`config.mk`:
```
export PLATFORM = sky130hd
export DESIGN_NAME = pipe_ereg_ctl
export DESIGN_NICKNAME = d
export VERILOG_FILES = /design/src/rtl/pipe_ereg_ctl.sv
export SDC_FILE = /design/constraint.sdc
export NUM_CORES = 1
export LEC_CHECK = 0
export CAP_MARGIN = 25
export CORE_AREA = 2 2 198 200
export DETAILED_ROUTE_END_ITERATION = 10
export DIE_AREA = 0 0 200 202
export GPL_TIMING_DRIVEN = 0
export PLACE_DENSITY_LB_ADDON = 0.08
export RECOVER_POWER = 100
export SYNTH_ARGS = -nofsm -noshare
export SYNTH_HDL_FRONTEND = slang
export SYNTH_SLANG_ARGS = --single-unit
export TNS_END_PERCENT = 50
```
`constraint.sdc`:
```
create_clock -name clk -period 2.1 [get_ports clk]
set_input_delay 0.525 -clock clk [delete_from_list [all_inputs] [get_ports clk]]
set_output_delay 0.525 -clock clk [all_outputs]
set_load 0.02 [all_outputs]
```
`src/rtl/pipe_ereg_ctl.sv`:
```
// Decode-to-execute pipeline register plus hazard control for the Y86 pipeline.
// Latency: D->E is one cycle; control outputs are combinational in the same cycle.
// Backpressure: F/D are held via F_stall/D_stall; E is never stalled, only bubbled.
//
// Ports:
//   clk, rst_n              clock and synchronous active-low reset
//   D_*, d_*                decode-stage fields loaded into E at each edge
//   e_Cnd                   branch condition from execute (for mispredict)
//   M_icode                 memory-stage icode (for ret detection)
//   E_*                     current contents of the E pipeline register
//   F_stall, D_stall        hold the fetch / decode registers
//   D_bubble, E_bubble      replace the next D / E contents with a nop
//   bubble_cnt, stall_cnt   saturating perf counters of E_bubble / D_stall cycles
module pipe_ereg_ctl #(
  parameter int          CNT_W = 32,
  parameter logic [3:0]  RNONE = 4'hF
) (
  input  logic             clk,
  input  logic             rst_n,
  input  logic [3:0]       D_stat,
  input  logic [3:0]       D_icode,
  input  logic [3:0]       D_ifun,
  input  logic [63:0]      D_valC,
  input  logic [63:0]      d_valA,
  input  logic [63:0]      d_valB,
  input  logic [3:0]       d_dstE,
  input  logic [3:0]       d_dstM,
  input  logic [3:0]       d_srcA,
  input  logic [3:0]       d_srcB,
  input  logic             e_Cnd,
  input  logic [3:0]       M_icode,
  output logic [3:0]       E_stat,
  output logic [3:0]       E_icode,
  output logic [3:0]       E_ifun,
  output logic [63:0]      E_valC,
  output logic [63:0]      E_valA,
  output logic [63:0]      E_valB,
  output logic [3:0]       E_dstE,
  output logic [3:0]       E_dstM,
  output logic [3:0]       E_srcA,
  output logic [3:0]       E_srcB,
  output logic             F_stall,
  output logic             D_stall,
  output logic             D_bubble,
  output logic             E_bubble,
  output logic [CNT_W-1:0] bubble_cnt,
  output logic [CNT_W-1:0] stall_cnt
);

  localparam logic [3:0] I_NOP    = 4'h1;
  localparam logic [3:0] I_MRMOVQ = 4'h5;
  localparam logic [3:0] I_JXX    = 4'h7;
  localparam logic [3:0] I_RET    = 4'h9;
  localparam logic [3:0] I_POPQ   = 4'hB;
  localparam logic [3:0] S_AOK    = 4'h1;

  // E register state
  logic [3:0]  stat_q,  stat_d;
  logic [3:0]  icode_q, icode_d;
  logic [3:0]  ifun_q,  ifun_d;
  logic [63:0] valc_q,  valc_d;
  logic [63:0] vala_q,  vala_d;
  logic [63:0] valb_q,  valb_d;
  logic [3:0]  dste_q,  dste_d;
  logic [3:0]  dstm_q,  dstm_d;
  logic [3:0]  srca_q,  srca_d;
  logic [3:0]  srcb_q,  srcb_d;

  logic [CNT_W-1:0] bcnt_q, bcnt_d;
  logic [CNT_W-1:0] scnt_q, scnt_d;

  logic load_use;
  logic mispredict;
  logic ret_pend;

  // Hazard detection works on the current E contents, so a freshly inserted
  // bubble (icode NOP, dstM RNONE) can never re-trigger a hazard by itself.
  always_comb begin
    load_use   = ((icode_q == I_MRMOVQ) || (icode_q == I_POPQ)) &&
                 (dstm_q != RNONE) &&
                 ((dstm_q == d_srcA) || (dstm_q == d_srcB));
    mispredict = (icode_q == I_JXX) && !e_Cnd;
    ret_pend   = (D_icode == I_RET) || (icode_q == I_RET) || (M_icode == I_RET);
  end

  // load_use and mispredict are exclusive (different E_icode), so no priority
  // is needed. A load/use stall wins over the ret bubble in D: the ret must
  // stay in D until its operand is available.
  always_comb begin
    F_stall  = load_use | ret_pend;
    D_stall  = load_use;
    D_bubble = mispredict | (ret_pend & ~load_use);
    E_bubble = mispredict | load_use;
  end

  // Next E contents: bubble or decode-stage values. Reset is handled in the
  // sequential block so it overrides everything, including pending hazards.
  always_comb begin
    if (E_bubble) begin
      stat_d  = S_AOK;
      icode_d = I_NOP;
      ifun_d  = 4'h0;
      valc_d  = 64'h0;
      vala_d  = 64'h0;
      valb_d  = 64'h0;
      dste_d  = RNONE;
      dstm_d  = RNONE;
      srca_d  = RNONE;
      srcb_d  = RNONE;
    end else begin
      stat_d  = D_stat;
      icode_d = D_icode;
      ifun_d  = D_ifun;
      valc_d  = D_valC;
      vala_d  = d_valA;
      valb_d  = d_valB;
      dste_d  = d_dstE;
      dstm_d  = d_dstM;
      srca_d  = d_srcA;
      srcb_d  = d_srcB;
    end
  end

  // Saturating counters: hold at all-ones instead of wrapping so a long run
  // still reads as "at least this many".
  always_comb begin
    bcnt_d = bcnt_q;
    scnt_d = scnt_q;
    if (E_bubble && (bcnt_q != {CNT_W{1'b1}})) begin
      bcnt_d = bcnt_q + 1'b1;
    end
    if (D_stall && (scnt_q != {CNT_W{1'b1}})) begin
      scnt_d = scnt_q + 1'b1;
    end
  end

  always_ff @(posedge clk) begin
    if (!rst_n) begin
      stat_q  <= S_AOK;
      icode_q <= I_NOP;
      ifun_q  <= 4'h0;
      valc_q  <= 64'h0;
      vala_q  <= 64'h0;
      valb_q  <= 64'h0;
      dste_q  <= RNONE;
      dstm_q  <= RNONE;
      srca_q  <= RNONE;
      srcb_q  <= RNONE;
      bcnt_q  <= '0;
      scnt_q  <= '0;
    end else begin
      stat_q  <= stat_d;
      icode_q <= icode_d;
      ifun_q  <= ifun_d;
      valc_q  <= valc_d;
      vala_q  <= vala_d;
      valb_q  <= valb_d;
      dste_q  <= dste_d;
      dstm_q  <= dstm_d;
      srca_q  <= srca_d;
      srcb_q  <= srcb_d;
      bcnt_q  <= bcnt_d;
      scnt_q  <= scnt_d;
    end
  end

  assign E_stat     = stat_q;
  assign E_icode    = icode_q;
  assign E_ifun     = ifun_q;
  assign E_valC     = valc_q;
  assign E_valA     = vala_q;
  assign E_valB     = valb_q;
  assign E_dstE     = dste_q;
  assign E_dstM     = dstm_q;
  assign E_srcA     = srca_q;
  assign E_srcB     = srcb_q;
  assign bubble_cnt = bcnt_q;
  assign stall_cnt  = scnt_q;

endmodule

```
==> impl_metrics.yaml, run 1 <==
timing:
  drv_slew: 0
  finalWorstSetupSlack_ns: -0.396
  worst_slew_pin_slew_ns: 0.624
  fin_skew_ns: 0.0173
  setup_viol: 207
  finalCritPeriodShare_pct: 119
  relSlewSlack_pct: 58.4
  period_needed_ns: 2.50
  hold_violations: 0
  fmax_ghz: 0.401
  rsz0062_at_grt: "yes"
logic_synthesis:
  synth_simple_gate_area_share_pct: 27.6
  synth_cell_types: 58
  ys_seq_elements: 284
  syn_inst: 874
  synth.yosys.seq_area_share_pct: 60.1
  synth_async_sr_flop_share_pct: 0
  syn_area_sq_um: 9460
  synth.mux.area_fraction_pct: 0.423
  synth-main-ff-cell: "dfxtp_1"
  syn_nets: 1103
  synth_area_per_cell_sq_um: 10.8
  yosys.area_share.adder_pct: 0.264
  synth-warning-count: 0
  synth_compound_area_share_pct: 5.14
  synth_edf_count: 0
  synth-xor-area-share_pct: 3.33
  synth_top_family_by_area: "simple AND/OR/NAND/NOR gates"
global_route:
  grt.met1_usage_pct: 19.5
  grt_pass1_wl_microns: 55000
  grt_max_degree: 12
  grtUsageTotal_pct: 18.8
  met2_usage_pct: 33.3
  met3_usage_pct: 8.84
  grt_pass1_vias: 8253
  busiest_layer: "met2"
  antenna_found_initial: 6
  grt.overflow.total: 0
finish:
  area_delta_synth_final_pct: 77.3
  final_common_cell: "clkdlybuf4s50_1"
  fin_area_sq_um: 16800
  final_cell_mix: "396 x clkdlybuf4s50_1, 274 x dfxtp_1, 209 x and2_1"
  stdcell_count: 1999
  fillers: 3740
  final_nets: 1681
  utilization_pct: 43.8
  drive_gt1_share_pct: 11.2
placement:
  dpl-instance-area_sq_um: 15300
  dp_hpwl_microns: 30200
  port_buffers: 514
  dpl.cell_count: 1906
  dp_slack_ns: -1.25
  gp_congestion: 0.814
floorplanning:
  rows: 72
  dieHeight_microns: 202
  start_util_pct: 24.7
  die_area_sq_um: 40400
  die_w_microns: 200
  core_area_sq_um: 38300
  ios: 515
run_status:
  violations: "negative setup slack"
  outcome: "finished with violations"
routing:
  antenna_left: 0
  drt-initial-drc-count: 188
  wl_per_cell_microns: 19.3
  first_pass_iters: 4
  viasPerCell: 4.12
  dr_total_vias: 8230
  drc: 0
  drt_wl_total_microns: 38600
critical_path:
  worstSetupPathType: "input port to output pin"
  end_kind: "output pin"
  worst_setup_path_start_kind: "input port"
  crit_path_max_fanout: 10
  arrival_ns: 1.97
  cp_data_required_time_ns: 1.57
cts:
  worstSkewPairLatency_ns: 0.54
  cts_buffers: 36
  clk_pin_slew_ns: 0.05
  clockRootBuffer: "clkbuf_16"
  numClockSinks: 284
  tritoncts: "yes"
  cts.htree.levels: 2
  clk_path_buf_depth: 3
job:
  drv_cap: 0
pwr:
  vdd_drop_max_mv: 0.620
  power_leakage_nw: 6.75
  power_density_nw_per_um2: 793
min_path:
  worstHoldPathType: "input port to flop"
[critical path, stage by stage]
cell and delay, ns:
clkdlybuf4s50_1 0.50, xnor2_1 0.12, nand4_1 0.11, a21o_1 0.20, buf_8 0.15, clkbuf_16 0.16
nand2_1 0.08, buf_6 0.12
[metal layers]
metal	wire [microns]	share of wire (%)
met1	13700	36
met2	20000	52
met3	4140	11
met4	760	2.0
met5	30	0.078
[Yosys cell counts (all sizes together), types with 3 or more instances]
cell / instances / area, sq um
dfxtp: 284 / 5690
and2: 211 / 1320
nand2: 37 / 139
nor2: 34 / 130
or3: 34 / 214
buf: 29 / 169
a21oi: 26 / 130
xnor2: 26 / 228
nand3: 21 / 123
nand4: 21 / 168
o21ai: 19 / 98.8
clkbuf: 16 / 90.1
nor3: 14 / 86.3
xor2: 10 / 87.6
nor4: 9 / 116
or4: 9 / 67.6
and3: 8 / 55.1
o31ai: 8 / 60.1
and4: 7 / 61.3
inv: 7 / 26.3
nand2b: 6 / 37.5
o21a: 6 / 45.0
o211ai: 5 / 42.5
mux2i: 4 / 40.0
nor3b: 3 / 22.5
nor4bb: 3 / 30.0
[cell families (layout without fill, tap and decap cells)]
group | count (synthesis) | after routing
muxes | 4 | 4
adders and majority gates | 2 | 2
DFF | 284 | 284
xor gates and xnor gates | 36 | 36
and+or+nand+nor | 421 | 421
AOI/OAI and AO/OA | 74 | 74
other | 0 | 4
buffers and inverters | 53 | 656
[through the flow]
| stage | power (W) | setup TNS (ns) | hold WS, ns |
|---|---|---|---|
| after floorplan | 0.00642 | -0.00205 | 0.549 |
| after global placement | 0.00751 | -208.71 | 0.475 |
| after detailed placement | 0.00750 | -224.01 | 0.483 |
| after CTS | 0.0135 | -2.90 | 0.341 |
| after global routing | 0.0138 | -46.75 | 0.378 |
| final | 0.0133 | -17.91 | 0.377 |
[report_power, final]
part,internal [W],switching (W)
Sequential,0.00564,0.0000710
Combinational,0.000954,0.000739
Clock,0.00350,0.00240
Total,0.0101,0.00321
[area by class of cell]
cell class	count	area, sq um	share of cell area, %
diodes	4	10.0	0.0597
plain buffers	44	418	2.49
clock buffers	53	1020	6.11
clock inverters	10	90.1	0.537
inverters	8	42.5	0.254
multi-input cells	537	3590	21.4
flip-flops and latches	284	5710	34.0
well taps	518	648	3.86
repair buffers	541	5240	31.3
[repair_timing]
action / 4_1_cts / 5_1_grt
hold buffers: 0 / 0
gates cloned: 0 / 4
setup endpoints to repair: 318 / 258
buffers inserted: 8 / 15
gates resized for setup: 154 / 51
pin swaps: 5 / 7
[sequential cells by signal (all words and copies together) (netlist names)]
register / count
E_srcA: 4
E_valA: 64
E_stat: 4
bubble_cnt: 32
E_valC: 64
E_srcB: 4
stall_cnt: 32
E_valB: 64
E_dstM: 4
E_dstE: 4
E_icode: 4
E_ifun: 4
[path summary, 6_finish.rpt]
path | slack [ns] | startpoint | cells after the start | endpoint
worst min-delay path | 0.38 | d_srcB[0] | 2 | E_srcB[0]$_SDFF_PP1_
worst min register to register | 0.49 | stall_cnt[21]$_SDFFE_PN0P_ | 2 | stall_cnt[21]$_SDFFE_PN0P_
worst max register to register | -0.15 | E_icode[1]$_SDFF_PP0_ | 10 | bubble_cnt[28]$_SDFFE_PN0P_
worst max-delay path | -0.40 | d_srcB[1] | 8 | F_stall
Power figures use the tool's default switching activity.
==> run 2: changes to the inputs <==
Settings changed: PLACE_DENSITY from default to 0.69, PLACE_DENSITY_LB_ADDON 0.08 to default.
==> run 2 against run 1 <==
Against the previous run:
- the flow still finishes with violations (negative setup slack)
- clock power is 3% lower
- register-to-register slack worse by 0.23 ns
- cell count is 0.15% higher
- design area up 1.9%
- combinational power increased by 3%
- via count rose by 2.8%
- fmax is 4.3% lower
==> impl_metrics.yaml, run 2 (synthesis gave the netlist of run 1 again) <==
pwr:
  power_density_nw_per_um2: 771
  vdd_drop_max_mv: 0.707
  power_leakage_nw: 6.54
timing:
  whs_ns: 0.481
  setup_viol: 265
  hold_violations: 0
  drv_slew: 0
  relSlewSlack_pct: 58.5
  rsz0062_at_grt: "yes"
  worst_slew_pin_slew_ns: 0.622
  fmax_ghz: 0.384
  fin_skew_ns: 0.0170
  finalWorstSetupSlack_ns: -0.508
  period_needed_ns: 2.61
  finalCritPeriodShare_pct: 124
global_route:
  grt.overflow.total: 0
  grt_pass1_wl_microns: 51300
  grtUsageTotal_pct: 17.1
  grt_max_degree: 13
  antenna_found_initial: 11
  grt_pass1_vias: 8415
floorplanning:
  dieHeight_microns: 202
  die_area_sq_um: 40400
  start_util_pct: 24.7
  ios: 515
  die_w_microns: 200
  core_area_sq_um: 38300
  rows: 72
critical_path:
  crit_slowest_cell: "clkdlybuf4s50_1"
  endpoint: "E_bubble"
  cp_data_required_time_ns: 1.57
  startpoint: "d_srcA[3]"
  path_cells: "clkdlybuf4s50_1 > xnor2_2 > nand4_1 > a21o_1 > buf_8 > nand2_1 > clkbuf_8 > buf_4"
  arrival_ns: 2.08
  end_kind: "output pin"
  worst_setup_path_start_kind: "input port"
  worstSetupPathType: "input port to output pin"
  rrSetupSlack_ns: -0.38
  r2r_cells: 14
  max_stage_delay_ns: 0.53
  worstReg2RegEnd: "bubble_cnt[7]$_SDFFE_PN0P_"
  reg2reg_from: "E_dstM[1]$_SDFF_PP1_"
  crit_path_max_fanout: 7
routing:
  drt_wl_total_microns: 36000
  first_pass_iters: 5
  viasPerCell: 4.23
  drt-initial-drc-count: 271
  drc: 0
  antenna_left: 0
  dr_total_vias: 8461
  wl_per_cell_microns: 18.0
finish:
  fin_area_sq_um: 17100
  final_cell_mix: "501 x clkdlybuf4s50_1, 272 x dfxtp_1, 208 x and2_1"
  fillers: 3584
  drive_gt1_share_pct: 12.5
  stdcell_count: 2002
  area_delta_synth_final_pct: 80.6
  final_nets: 1678
  final_common_cell: "clkdlybuf4s50_1"
run_status:
  outcome: "finished with violations"
  violations: "negative setup slack"
placement:
  dpl.cell_count: 1906
  port_buffers: 514
  dp_hpwl_microns: 27400
  dpl-instance-area_sq_um: 15300
  gp_congestion: 0.831
cts:
  numClockSinks: 284
  cts_buffers: 34
  postCtsHoldBufs: 0
  worstSkewPairLatency_ns: 0.53
  clockRootBuffer: "clkbuf_16"
  tritoncts: "yes"
  clk_path_buf_depth: 3
  cts.htree.levels: 2
  clk_pin_slew_ns: 0.06
min_path:
  worstHoldPathType: "flop to flop"
job:
  drv_cap: 0
run 2: cell type report:
class	count	area, sq um	area share, %
timing repair buffer	539	5400	31.6
multi-input combinational	538	3730	21.8
antenna	11	27.5	0.161
clock inverter	10	100	0.586
inverter	8	42.5	0.249
buffer	44	438	2.56
clock buffer	50	981	5.74
tap	518	648	3.79
sequential	284	5720	33.5
run 2: metrics by stage:
step / total power, W / setup TNS, ns / utilization (%) / setup WS, ns
final: 0.0132 / -33.65 / 44.6 / -0.508
after global routing: 0.0137 / -50.75 / 44.6 / -0.590
after CTS: 0.0133 / -47.03 / 43.3 / -0.587
after detailed placement: 0.00749 / -251.81 / 39.9 / -1.17
after global placement: 0.00748 / -245.14 / 39.9 / -1.16
after floorplan: 0.00642 / -0.00205 / - / -0.00205
run 2: worst max-delay path, delay by kind of cell:
family          cells  cell delay, ns
buf+inv             4            0.98
simple gates        2            0.24
compound gates      1            0.21
xor+xnor            1            0.13
run 2: how the worst min path moves through the flow:
| stage | slack [ns] | depth (start not counted) | to | start |
|---|---|---|---|---|
| 2_1_floorplan | 0.55 | 2 | stall_cnt[21]$_SDFFE_PN0P_ | stall_cnt[21]$_SDFFE_PN0P_ |
| 3_3_place_gp | 0.47 | 2 | stall_cnt[21]$_SDFFE_PN0P_ | stall_cnt[21]$_SDFFE_PN0P_ |
| 3_5_place_dp | 0.48 | 2 | stall_cnt[21]$_SDFFE_PN0P_ | stall_cnt[21]$_SDFFE_PN0P_ |
| 4_1_cts | 0.49 | 2 | stall_cnt[21]$_SDFFE_PN0P_ | stall_cnt[21]$_SDFFE_PN0P_ |
| 5_1_grt | 0.52 | 2 | E_valA[6]$_SDFF_PP0_ | d_valA[6] |
| 6_report | 0.48 | 2 | stall_cnt[21]$_SDFFE_PN0P_ | stall_cnt[21]$_SDFFE_PN0P_ |
run 2: power breakdown:
group	switching, W	internal [W]
logic	0.000736	0.00100
registers	0.0000765	0.00564
clock network	0.00235	0.00338
total	0.00316	0.0100
run 2: layer usage:
layer  global-route usage, %  up-vias  wire length [microns]
li1                        -     4091                      -
met1                    17.9     3981                  12900
met2                    29.0      336                  18400
met3                    8.08       51                   3760
met4                    7.59        2                    945
met5                       0        -                     12
run 2: repair_timing:
action	in CTS	in global routing
endpoints found under the hold margin	0	0
pin swaps	4	35
gates resized for setup	80	92
cloned	0	4
endpoints found under the setup margin	325	334
buffers inserted	12	10
